===== src/rtl/vga_scanout.sv =====
// VGA beam generator and N-layer priority compositor; pixels for beam (x,y) emerge 2 cycles later.
// Free-running timing, no backpressure; layers answer the beam one cycle after it is presented.
module vga_scanout #(
  parameter int          H_VISIBLE = 800,
  parameter int          H_FRONT   = 56,
  parameter int          H_SYNC    = 120,
  parameter int          H_BACK    = 64,
  parameter int          V_VISIBLE = 600,
  parameter int          V_FRONT   = 37,
  parameter int          V_SYNC    = 6,
  parameter int          V_BACK    = 23,
  parameter int          SYNC_POL  = 1,
  parameter int          N_LAYERS  = 4,
  parameter logic [11:0] BG_COLOR  = 12'hFFF
) (
  input  logic                          clk,
  input  logic                          rst,
  output logic [10:0]                   beam_x,
  output logic [9:0]                    beam_y,
  input  logic [N_LAYERS-1:0][2:0][3:0] layer_color,
  input  logic [N_LAYERS-1:0]           layer_transparent,
  output logic [3:0]                    vga_r,
  output logic [3:0]                    vga_g,
  output logic [3:0]                    vga_b,
  output logic                          vga_hs,
  output logic                          vga_vs,
  output logic                          frame_start
);

  localparam logic [10:0] H_LAST   = 11'(H_VISIBLE + H_FRONT + H_SYNC + H_BACK - 1);
  localparam logic [9:0]  V_LAST   = 10'(V_VISIBLE + V_FRONT + V_SYNC + V_BACK - 1);
  localparam logic [10:0] H_ACT    = 11'(H_VISIBLE);
  localparam logic [10:0] HS_START = 11'(H_VISIBLE + H_FRONT);
  localparam logic [10:0] HS_END   = 11'(H_VISIBLE + H_FRONT + H_SYNC);
  localparam logic [9:0]  V_ACT    = 10'(V_VISIBLE);
  localparam logic [9:0]  VS_START = 10'(V_VISIBLE + V_FRONT);
  localparam logic [9:0]  VS_END   = 10'(V_VISIBLE + V_FRONT + V_SYNC);
  localparam logic        SYNC_ON  = (SYNC_POL != 0);

  logic        act_raw, hs_raw, vs_raw;
  logic        act_d1, hs_d1, vs_d1;
  logic        act_d2, hs_d2, vs_d2;
  logic [11:0] pix_sel, pix_q;

  always_ff @(posedge clk) begin
    if (rst) begin
      beam_x <= '0;
      beam_y <= '0;
    end else if (beam_x == H_LAST) begin
      beam_x <= '0;
      beam_y <= (beam_y == V_LAST) ? 10'd0 : beam_y + 10'd1;
    end else begin
      beam_x <= beam_x + 11'd1;
    end
  end

  assign act_raw     = (beam_x < H_ACT) && (beam_y < V_ACT);
  assign hs_raw      = ((beam_x >= HS_START) && (beam_x < HS_END)) ? SYNC_ON : ~SYNC_ON;
  assign vs_raw      = ((beam_y >= VS_START) && (beam_y < VS_END)) ? SYNC_ON : ~SYNC_ON;
  assign frame_start = (beam_x == 11'd0) && (beam_y == 10'd0);

  // Walk from the bottom layer upward so the lowest opaque index wins.
  always_comb begin
    pix_sel = BG_COLOR;
    for (int i = N_LAYERS - 1; i >= 0; i--) begin
      if (!layer_transparent[i]) pix_sel = layer_color[i];
    end
  end

  always_ff @(posedge clk) begin
    if (rst) begin
      act_d1 <= 1'b0;
      hs_d1  <= ~SYNC_ON;
      vs_d1  <= ~SYNC_ON;
      act_d2 <= 1'b0;
      hs_d2  <= ~SYNC_ON;
      vs_d2  <= ~SYNC_ON;
      pix_q  <= '0;
    end else begin
      act_d1 <= act_raw;
      hs_d1  <= hs_raw;
      vs_d1  <= vs_raw;
      act_d2 <= act_d1;
      hs_d2  <= hs_d1;
      vs_d2  <= vs_d1;
      pix_q  <= pix_sel;
    end
  end

  assign vga_r  = act_d2 ? pix_q[11:8] : 4'd0;
  assign vga_g  = act_d2 ? pix_q[7:4]  : 4'd0;
  assign vga_b  = act_d2 ? pix_q[3:0]  : 4'd0;
  assign vga_hs = hs_d2;
  assign vga_vs = vs_d2;

endmodule


===== config.mk =====
export PLATFORM = sky130hd
export DESIGN_NAME = vga_scanout
export DESIGN_NICKNAME = d
export VERILOG_FILES = /design/src/rtl/vga_scanout.sv
export SDC_FILE = /design/constraint.sdc
export NUM_CORES = 1
export LEC_CHECK = 0
export CORE_AREA = 2 2 70 72
export CTS_CLUSTER_DIAMETER = 40
export DETAILED_ROUTE_END_ITERATION = 10
export DIE_AREA = 0 0 72 74
export DONT_BUFFER_PORTS = 1
export PLACE_DENSITY = 0.58
export SYNTH_ARGS = -nofsm -noshare
export SYNTH_HDL_FRONTEND = slang
export SYNTH_SLANG_ARGS = --single-unit

===== constraint.sdc =====
create_clock -name clk -period 4.1 [get_ports clk]
set_clock_uncertainty 0.05 [all_clocks]
set_input_delay 0.615 -clock clk [delete_from_list [all_inputs] [get_ports clk]]
set_output_delay 0.615 -clock clk [all_outputs]
set_load 0.01 [all_outputs]

# Word-level counts from Yosys, hierarchy flattened
# Index checks and enable logic that the tools add are counted.
# classes
eq_ne	2
n_lt_le_gt_ge	6
bitwise_logic	0
div	0
mul	0
add_sub_neg	2
n_reduce_logical	7
shifts	0
n_mux	10
# ops
cell	count
12-bit 2-to-1 mux	4
11-bit by 10-bit less-than comparator with 1-bit output, second input constant	2
10-bit less-than comparator, second input constant	2
4-bit 2-to-1 mux	3
11-bit by 1-bit adder with 11-bit output, second input constant	1
11-bit equality test, second input constant	1
11-bit by 10-bit >= comparator with 1-bit output, second input constant	1
11-bit logical NOT	1
10-bit by 1-bit adder with 10-bit output, second input constant	1
10-bit equality test, second input constant	1
10-bit >= comparator, second input constant	1
10-bit logical NOT	1
10-bit 2-to-1 mux	1
1-bit logical AND	4
1-bit 2-to-1 mux	2
2-bit OR reduction	1
# word_totals
n_memories	0
input_bits	54
output_inout_bits	36
wordCells	36
register_bits	39
ram_bits	0
latchBits	0
romBits	0

# Depth between registers and ports, before layout
# Gate-level depths: netlist of run 1.
# logic_depth
depth_word	4
mapped_depth	6
mapped_depth_nobuf	6

# Worst setup path after synthesis of run 1
# Ideal clock, no wire load.
# synth_timing
kind	register -> output
startpoint	register beam_x[7]
endpoint	output port frame_start
arrival_ps	1242
stages_incl_launch_ff	5
required_time_ps	3435
n_path_buf	1
slack_ps	2193
cell_sequence	dfxtp_1 > buf_4 > nor4_4 > nand2_1 > nor3_1
# synth_between
elab_chain_cells	2
# synth_lines
item	line	rtl
from (decl)	18	output logic [10:0] beam_x,
from (signal assigned)	53	beam_x <= beam_x + 11'd1;
11-bit logical NOT	60	assign frame_start = (beam_x == 11'd0) && (beam_y == 10'd0);
1-bit logical AND	60	
to (decl)	27	output logic frame_start
# Every way passes these cells.

# Final worst setup path of run 1
# layout_timing
startpoint	register beam_y[0]
endpoint	output port frame_start
# layout_between
elab_chain_cells	2
# layout_lines
item	line	rtl
from (decl)	19	output logic [9:0] beam_y,
from (signal assigned)	51	beam_y <= (beam_y == V_LAST) ? 10'd0 : beam_y + 10'd1;
10-bit logical NOT	60	
1-bit logical AND	60	
# Every way passes these cells.

==> reports/qor.yml, run 1 <==
detailed_routing:
  drt_iter0_drc: 107
  wirelength_mm: 4.68
  wl_per_cell_um: 16.3
  num_vias: 1705
  avgViaCountPerCell: 5.92
  firstDrtPassIters: 4
  ant_nets: 0
  drc: 0
clocking:
  cts.sink_count: 39
  path_clk_slew_ps: 70
  clockRootBuffer: "clkbuf_8"
  cts_hold_buf: 0
  post-cts-setup-buffers: 0
  cts_buffers: 5
  clockBufferDepth: 2
  cts_resized: 0
  clk_latency_ps: 280
  h-tree-depth: 2
  cts_tree: "yes"
worst_setup_path:
  cp_slowest_stage_delay_ps: 410
  worstPathRequired_ps: 3430
  crit_arrival_ps: 1710
  path_cells: "inv_1 -> ha_1 -> nor4b_1 -> nand4b_1 -> nor3_1"
  critPathLaunchType: "flop"
  crit_path_top_delay_cell: "dfxtp_1"
  path_max_fanout: 8
  worstSetupEndpointType: "output pin"
  worstSetupPathType: "reg -> out"
grt:
  grt_pass1_vias: 1487
  grt_remaining_overflow: 0
  grt_max_degree: 25
  antenna_found_initial: 0
  grt_usage_pct: 16.9
  grt_pass1_wl_mm: 7.13
timing:
  slew_headroom_pct: 71.0
  finalWorstSetupSlack_ps: 1720
  period_share_pct: 57.9
  slew_viol_final: 0
  rsz0062_at_grt: "false"
  hold_violations: 0
  finalSetupTns_ps: 0
  min_period_ps: 2380
  fmax_mhz: 421
  setup_violations: 0
  worst_pin_slew_ps: 434
synth:
  synth_top_family_by_area: "simple AND/OR/NAND/NOR gates"
  synth_cell_types: 42
  netlist_area_um2: 2070
  synth_compound_area_share_pct: 17.8
  seq_area_frac_synth_pct: 37.7
  synthFlopType: "dfxtp_1"
  ys_seq_elements: 39
  muxShareOfSynthArea_pct: 0
  synth-simple-area-share_pct: 29.8
  synthCells: 245
  syn_nets: 305
  synth.avg_cell_area_um2: 8.46
  synth-xor-area-share_pct: 4.65
  async_flop_share_pct: 0
  synth_edf_count: 0
  yosys.area_share.adder_pct: 3.62
  ys_warn_count: 0
power:
  peakVddDrop_uv: 192
  leakage_nw: 0.719
  powerDensity_nw_per_um2: 329
  p_total_mw: 0.700
min_path:
  min_path_type: "in -> reg"
outcome:
  status: "finished, final reports clean"
floorplan:
  num_rows: 25
  num_io_pins: 90
  die_y_um: 74
  core_um2: 4600
  start_util_pct: 45.1
  die_x_um: 72
  die_area_um2: 5330
cells_and_area:
  nets: 294
  drive_above_1_share_pct: 5.13
  diodes: 0
  synthToLayoutAreaGrowth_pct: 2.54
placed_design:
  dpl_worst_slack_ps: 2010
  dp_hpwl_mm: 3.48
  io_buffers: 0
  gp_congestion: 0.809
flow_run:
  drv_cap: 0
-- routing by layer --
layer / share of wire (%) / vias up / routed length [um] / track usage (%)
met1: 46 / 792 / 2170 / 23.6
li1: - / 854 / - / -
met5: 0 / - / 0 / 0
met3: 6.9 / 5 / 321 / 5.28
met2: 46 / 54 / 2160 / 24.8
met4: 0.77 / 0 / 36 / 5.87
-- cells in the mapped netlist (2+ instances only) --
cell type / count / share of area [%]
a211o_1: 2 / 0.85
a211oi_1: 2 / 0.72
a21oi_1: 11 / 2.7
a311oi_1: 10 / 4.2
and2_1: 12 / 3.6
and4_1: 2 / 0.85
buf_4: 2 / 0.72
buf_6: 2 / 1.1
clkbuf_1: 11 / 2.0
clkbuf_2: 2 / 0.48
dfxtp_1: 39 / 38
ha_1: 6 / 3.6
inv_1: 8 / 1.4
nand2_1: 12 / 2.2
nand2b_1: 13 / 3.9
nand3_1: 7 / 1.7
nand4_1: 5 / 1.5
nor2_1: 33 / 6.0
nor2b_1: 3 / 0.91
nor3_1: 4 / 0.97
nor4_1: 5 / 1.5
o21ai_0: 9 / 2.2
o221ai_1: 10 / 4.2
o22ai_1: 2 / 0.60
o31ai_1: 2 / 0.72
or3_1: 5 / 1.5
or4_1: 2 / 0.72
xnor2_1: 8 / 3.4
xor2_1: 3 / 1.3
-- power by group --
part           internal (mW)  switching [mW]
logic                 0.0210          0.0213
clock network          0.132           0.127
registers              0.391         0.00798
-- registers in the layout, summed over array words and instances, names as in the netlist --
signal  cells
pix_q      12
beam_x     11
beam_y     10
act_d1      1
act_d2      1
hs_d1       1
vga_hs      1
vga_vs      1
vs_d1       1
-- worst max-delay path, delay by kind of cell, from the launching register on --
family / cells / cell delay (ps)
AND/OR/NAND/NOR: 3 / 710
buffers and inverters: 1 / 150
adder cells (fa/ha/maj): 1 / 170
flip-flops: 1 / 410
-- final timing paths --
check                         startpoint                endpoint  slack (ps)  cells after the start
setup / recovery  beam_y[0]$_SDFFE_PP0N_             frame_start        1720                      5
hold reg to reg         hs_d1$_SDFF_PP0_       vga_hs$_SDFF_PP0_         390                      1
setup reg to reg    beam_x[0]$_SDFF_PP0_  beam_y[6]$_SDFFE_PP0N_        2120                      5
hold / removal                       rst  beam_y[0]$_SDFFE_PP0N_         340                      1
-- per-stage QoR --
stage	area (um^2)	util, %	instances	hold WS, ps
final	2120	46.2	288	343
after global routing	2120	46.2	288	334
after detailed placement	2040	44.3	281	379
after CTS	2120	46.2	288	337
after global placement	2040	44.3	281	375
after floorplan	2070	-	245	364
-- layout make-up --
type	count	area, um^2
well taps	54	67.6
fillers	472	2470
flip-flops and latches	39	781
clock buffers	6	82.6
multi-input cells	180	1160
inverters	8	30.0
clock inverters	1	5.00
-- layout by cell type, fill, tap and decap left out --
cell,n
nor4b_1,1
nand4_1,5
nor3b_1,1
a311oi_1,10
xor2_1,3
o21bai_2,1
nand3_4,1
a21oi_1,11
o21ai_0,9
a21o_1,1
or4_4,1
and4_1,2
nand3_1,7
nand4b_1,1
a31oi_1,1
and2_1,12
nor4_1,5
or3_1,5
o31ai_1,2
a211o_1,2
o221ai_1,10
a211oi_1,2
clkbuf_8,6
nor3_1,4
inv_1,8
nand2b_1,13
ha_1,6
nand4bb_1,1
or2_2,1
nor2_1,33
dfxtp_1,39
a2111oi_0,1
nor4_4,1
o22ai_1,2
nand2_1,12
clkinv_2,1
or4_1,2
nor2b_1,3
xnor2_1,8
-- kinds of logic after synthesis --
family / count (synthesis)
simple gates: 111
flops: 39
buf+inv: 26
xor+xnor: 11
compound gates: 52
fa+ha+maj: 6
Power figures use the tool's default switching activity.
==> run 2, diff against run 1 <==
PLACE_DENSITY = 0.6   (was 0.58)
clock period = 1.9 ns   (was 4.1 ns; I/O delays follow)
==> reports/qor.yml, run 2 (synthesized netlist as in run 1, its figures left out) <==
outcome:
  status: "finished, final reports clean"
detailed_routing:
  wl_per_cell_um: 15.8  # -2.7%
  avgViaCountPerCell: 5.65  # -4.5%
  drc: 0  # unchanged
  drt_iter0_drc: 116  # +8.4%
  num_vias: 1769  # +3.8%
  ant_nets: 0  # unchanged
  wirelength_mm: 4.96  # +5.8%
  firstDrtPassIters: 4  # unchanged
grt:
  antenna_found_initial: 0  # unchanged
  grt_pass1_wl_mm: 7.51  # +5.3%
  grt_usage_pct: 18.0  # +1.1 points
  grt_max_degree: 25  # unchanged
  grt_pass1_vias: 1543  # +3.8%
  grt_remaining_overflow: 0  # unchanged
placed_design:
  io_buffers: 0  # unchanged
  placed_cells: 304  # +8.2%
  dp_hpwl_mm: 3.73  # +7.1%
  gp_congestion: 0.861  # +6.4%
  place_area_um2: 2210  # +8.5%
cells_and_area:
  largest_reg_flops: 12  # unchanged
  stdcell_count: 313  # +8.7%
  fin_area_um2: 2330  # +9.5%
  nets: 319  # +8.5%
  n_fill_cell: 470  # -0.42%
  synthToLayoutAreaGrowth_pct: 12.3
  drive_above_1_share_pct: 15.4  # +10 points
  fin_util_pct: 50.6  # +4.4 points
  layout_common_cells: "dfxtp_1, nor2_1, buf_4"
  regMostFlops: "pix_q"
  ff_latch_area_um2: 782  # +0.16%
  multi_input_comb_area_um2: 1170  # +0.97%
  diodes: 0  # unchanged
  final_common_cell: "dfxtp_1"
  top_regs: "pix_q: 12 flops, beam_x: 11 flops, beam_y: 10 flops"
timing:
  worst_pin_slew_ps: 395  # -39.3 ps
  min_period_ps: 1820
  fmax_mhz: 549
  setup_violations: 0  # unchanged
  rsz0062_at_grt: "false"
  slew_headroom_pct: 73.0  # +2.0 points
  hold_violations: 0  # unchanged
  slew_viol_final: 0  # unchanged
  period_share_pct: 95.9
  finalSetupTns_ps: 0  # unchanged
clocking:
  clk_latency_ps: 290  # about the same
  h-tree-depth: 2  # unchanged
  cts.sink_count: 39  # unchanged
  clockBufferDepth: 2  # unchanged
  cts_buffers: 5  # unchanged
  cts_tree: "yes"
  clockRootBuffer: "clkbuf_8"
  path_clk_slew_ps: 80  # about the same
worst_setup_path:
  cp_top_family: "simple AND/OR/NAND/NOR gates"
  worstSetupEndpointType: "output pin"
  crit_arrival_ps: 1490  # -220 ps
  cp_slowest_stage_delay_ps: 410  # about the same
  crit_path_top_delay_cell: "dfxtp_1"
  critPathLaunchType: "flop"
  worstSetupPathType: "reg -> out"
  worstPathRequired_ps: 1560  # -1870 ps
  crit_buf_inv: 1  # unchanged
  path_cells: "nor4_1 -> nand4b_1 -> nor3_2 -> buf_4"
  path_max_fanout: 10  # +2
floorplan:
  core_um2: 4600  # unchanged
  die_x_um: 72  # unchanged
  num_io_pins: 90  # unchanged
  die_y_um: 74  # unchanged
  num_rows: 25  # unchanged
  start_util_pct: 45.1  # unchanged
  die_area_um2: 5330  # unchanged
flow_run:
  drv_cap: 0  # unchanged
power:
  powerDensity_nw_per_um2: 663  # +100%
  peakVddDrop_uv: 530  # +180%
  leakage_nw: 0.858  # +19%
  p_total_mw: 1.54  # +120%
min_path:
  min_path_type: "in -> reg"
==> run 2: changes by cell type in the layout (fill, tap and decap cells not counted) <==
cell,delta
nor3_2,+1
nor4b_1,-1
inv_2,+1
nor3_1,-1
inv_1,-1
nor4b_2,+1
dlygate4sd3_1,+1
buf_4,+24
dfxtp_1,-1
dfxtp_2,+1
==> run 2: where the power goes <==
| group | leakage (nW) | internal, mW | total (mW) | switching (mW) |
|---|---|---|---|---|
| Sequential | 0.319 | 0.844 | 0.854 | 0.0105 |
| Combinational | 0.492 | 0.0590 | 0.117 | 0.0577 |
| Clock | 0.0470 | 0.285 | 0.571 | 0.286 |
| Total | 0.858 | 1.19 | 1.54 | 0.354 |
==> run 2: cell type report <==
class / instances / share of cell area, %
Clock buffer: 6 / 3.55
Clock inverter: 1 / 0.215
Inverter: 8 / 1.29
Multi-Input combinational cell: 180 / 50.3
Sequential cell: 39 / 33.6
Tap cell: 54 / 2.90
Timing Repair Buffer: 25 / 8.17
==> run 2: worst paths after layout <==
kind | start | end | slack (ps) | depth (start not counted)
setup / recovery | beam_y[4]$_SDFFE_PP0N_ | frame_start | 80 | 4
hold / removal | rst | vga_vs$_SDFF_PP0_ | 4 | 1
setup reg to reg | beam_y[2]$_SDFFE_PP0N_ | beam_y[5]$_SDFFE_PP0N_ | 110 | 4
hold reg to reg | act_d1$_SDFF_PP0_ | act_d2$_SDFF_PP0_ | 390 | 1
==> run 2: metal layers <==
layer	part of all wire, %	routed length (um)	vias to the layer above	track usage, %
met5	0	0	-	0
met4	1.2	57	0	6.92
met3	6.9	340	5	5.42
met2	46	2290	47	27.6
met1	46	2260	813	24.1
li1	-	-	904	-
==> run 2: timing repair <==
item / CTS / global route
endpoints found under the setup margin: 1 / 2
hold endpoints to repair: 0 / 2
hold buffers: 0 / 1
setup buffers: 0 / 1
pin swaps: 0 / 2
resized for setup: 2 / 2
==> run 2: stage by stage <==
| stage | setup slack [ps] | hold WS, ps |
|---|---|---|
| 2_1_floorplan | 110 | 307 |
| 3_3_place_gp | 163 | 309 |
| 3_5_place_dp | 127 | 312 |
| 4_1_cts | 17.5 | 0.0590 |
| 5_1_grt | 3.09 | 2.00 |
| 6_report | 78.3 | 4.30 |
==> run 3, diff against run 2 <==
CTS_BUF_LIST = sky130_fd_sc_hd__clkbuf_16   (was not set)
==> reports/qor.yml, run 3 (synthesized netlist as in run 1, its figures left out) <==
detailed_routing:
  drt_iter0_drc: 72  # -38%
  wirelength_mm: 4.86  # -1.9%
  firstDrtPassIters: 4  # unchanged
  drc: 0  # unchanged
  ant_nets: 0  # unchanged
  wl_per_cell_um: 15.6  # -1.6%
  avgViaCountPerCell: 5.68  # +0.49%
  num_vias: 1772  # +0.17%
timing:
  finalWorstSetupSlack_ps: 100  # +21.7 ps
  setup_violations: 0  # unchanged
  hold_violations: 0  # unchanged
  period_share_pct: 94.7  # -1.1 points
  fmax_mhz: 556  # +1.2%
  worst_pin_slew_ps: 395  # +0.646 ps
  rsz0062_at_grt: "false"
  slew_viol_final: 0  # unchanged
  slew_headroom_pct: 73.0  # about the same
  finalSetupTns_ps: 0  # unchanged
  holdWs_ps: 23.0  # +18.7 ps
  min_period_ps: 1800  # -21.7 ps
floorplan:
  num_io_pins: 90  # unchanged
  start_util_pct: 45.1  # unchanged
  die_x_um: 72  # unchanged
  num_rows: 25  # unchanged
  die_area_um2: 5330  # unchanged
  die_y_um: 74  # unchanged
  core_um2: 4600  # unchanged
grt:
  grt_usage_pct: 18.0  # unchanged
  grt_pass1_vias: 1570  # +1.7%
  grt_pass1_wl_mm: 7.51  # about the same
  antenna_found_initial: 0  # unchanged
  grt_remaining_overflow: 0  # unchanged
  grt_max_degree: 25  # unchanged
worst_setup_path:
  critPathLaunchType: "flop"
  reg2reg_from: "beam_y[2]$_SDFFE_PP0N_"
  path_max_fanout: 6  # -4
  r2r_slack_ps: 100  # about the same
  worstSetupPathType: "reg -> out"
  crit_arrival_ps: 1460  # -30 ps
  r2r-end: "beam_y[5]$_SDFFE_PP0N_"
  worstPathRequired_ps: 1560  # about the same
  worstSetupEndpointType: "output pin"
  reg2reg_depth: 4  # unchanged
clocking:
  cts_buffers: 5  # unchanged
  cts.sink_count: 39  # unchanged
  clk_latency_ps: 280  # about the same
  h-tree-depth: 2  # unchanged
  cts_tree: "yes"
  cts_hold_buf: 0  # unchanged
  path_clk_slew_ps: 50  # -30 ps
  clockBufferDepth: 2  # unchanged
  clockRootBuffer: "clkbuf_16"
placed_design:
  dpl_worst_slack_ps: 127  # unchanged
  io_buffers: 0  # unchanged
  gp_congestion: 0.861  # unchanged
  dp_hpwl_mm: 3.73  # unchanged
cells_and_area:
  drive_above_1_share_pct: 14.7  # -0.72 points
  diodes: 0  # unchanged
  nets: 318  # -0.31%
  largest_reg_flops: 12  # unchanged
  top_regs: "pix_q: 12 flops, beam_x: 11 flops, beam_y: 10 flops"
  layout_common_cells: "dfxtp_1, nor2_1, buf_4"
  regMostFlops: "pix_q"
  final_common_cell: "dfxtp_1"
  synthToLayoutAreaGrowth_pct: 14.0
power:
  p_total_mw: 1.74  # +13%
  powerDensity_nw_per_um2: 738  # +11%
  peakVddDrop_uv: 637  # +20%
  leakage_nw: 0.873  # +1.8%
flow_run:
  drv_cap: 0  # unchanged
min_path:
  min_from: "rst"
  hold_path_end: "vga_hs$_SDFF_PP0_"
  hold_depth: 1  # unchanged
  min_path_type: "in -> reg"
outcome:
  status: "finished, final reports clean"
[run 3: cell type report]
| class | instances | area, um^2 |
|---|---|---|
| multi-input combinational | 180 | 1170 |
| timing repair buffer | 24 | 180 |
| sequential | 39 | 781 |
| fill | 461 | 2240 |
| tap | 54 | 67.6 |
| inverter | 8 | 30.0 |
| clock inverter | 2 | 8.76 |
| clock buffer | 5 | 125 |
[run 3: worst max-delay path by stage]
stage,endpoint,depth (start not counted),from
after floorplan,beam_y[7]$_SDFFE_PP0N_,5,beam_x[0]$_SDFF_PP0_
after global placement,beam_y[2]$_SDFFE_PP0N_,4,beam_y[2]$_SDFFE_PP0N_
after detailed placement,beam_y[5]$_SDFFE_PP0N_,4,beam_y[2]$_SDFFE_PP0N_
after CTS,frame_start,4,beam_x[7]$_SDFF_PP0_
after global routing,beam_y[6]$_SDFFE_PP0N_,5,beam_x[0]$_SDFF_PP0_
final,frame_start,6,beam_y[0]$_SDFFE_PP0N_
[run 3: worst max-delay path, stage by stage, from the launching register on]
cell      delay [ps]
dfxtp_1          360
inv_2             90
ha_1             140
nor4b_2          180
nand4b_1         140
nor3_2           130
buf_4            140
[run 3: routing by layer]
layer  GRT usage [%]  part of all wire, %  vias to the layer above
li1                -                    -                      905
met1            23.7                   44                      817
met2            28.0                   48                       45
met3            5.42                  7.2                        5
met4            6.92                  1.2                        0
met5               0                    0                        -
[run 3: metrics by stage]
stage	instances	util [%]	instance area, um^2
floorplan	245	-	2070
global placement	304	48.1	2210
detailed placement	304	48.1	2210
CTS	311	51.2	2350
global route	312	51.4	2360
finish	312	51.4	2360
[run 3: what timing repair did]
| item | CTS | global route |
|---|---|---|
| buffers inserted | 0 | 1 |
| setup endpoints to repair | 1 | 2 |
| resized for setup | 2 | 1 |
| pin swaps | 0 | 1 |
[run 3: where the power goes]
group | total, mW | switching [mW] | leakage [nW] | internal (mW)
sequential | 0.856 | 0.0105 | 0.319 | 0.845
combinational | 0.114 | 0.0567 | 0.487 | 0.0576
clock | 0.773 | 0.302 | 0.0671 | 0.471
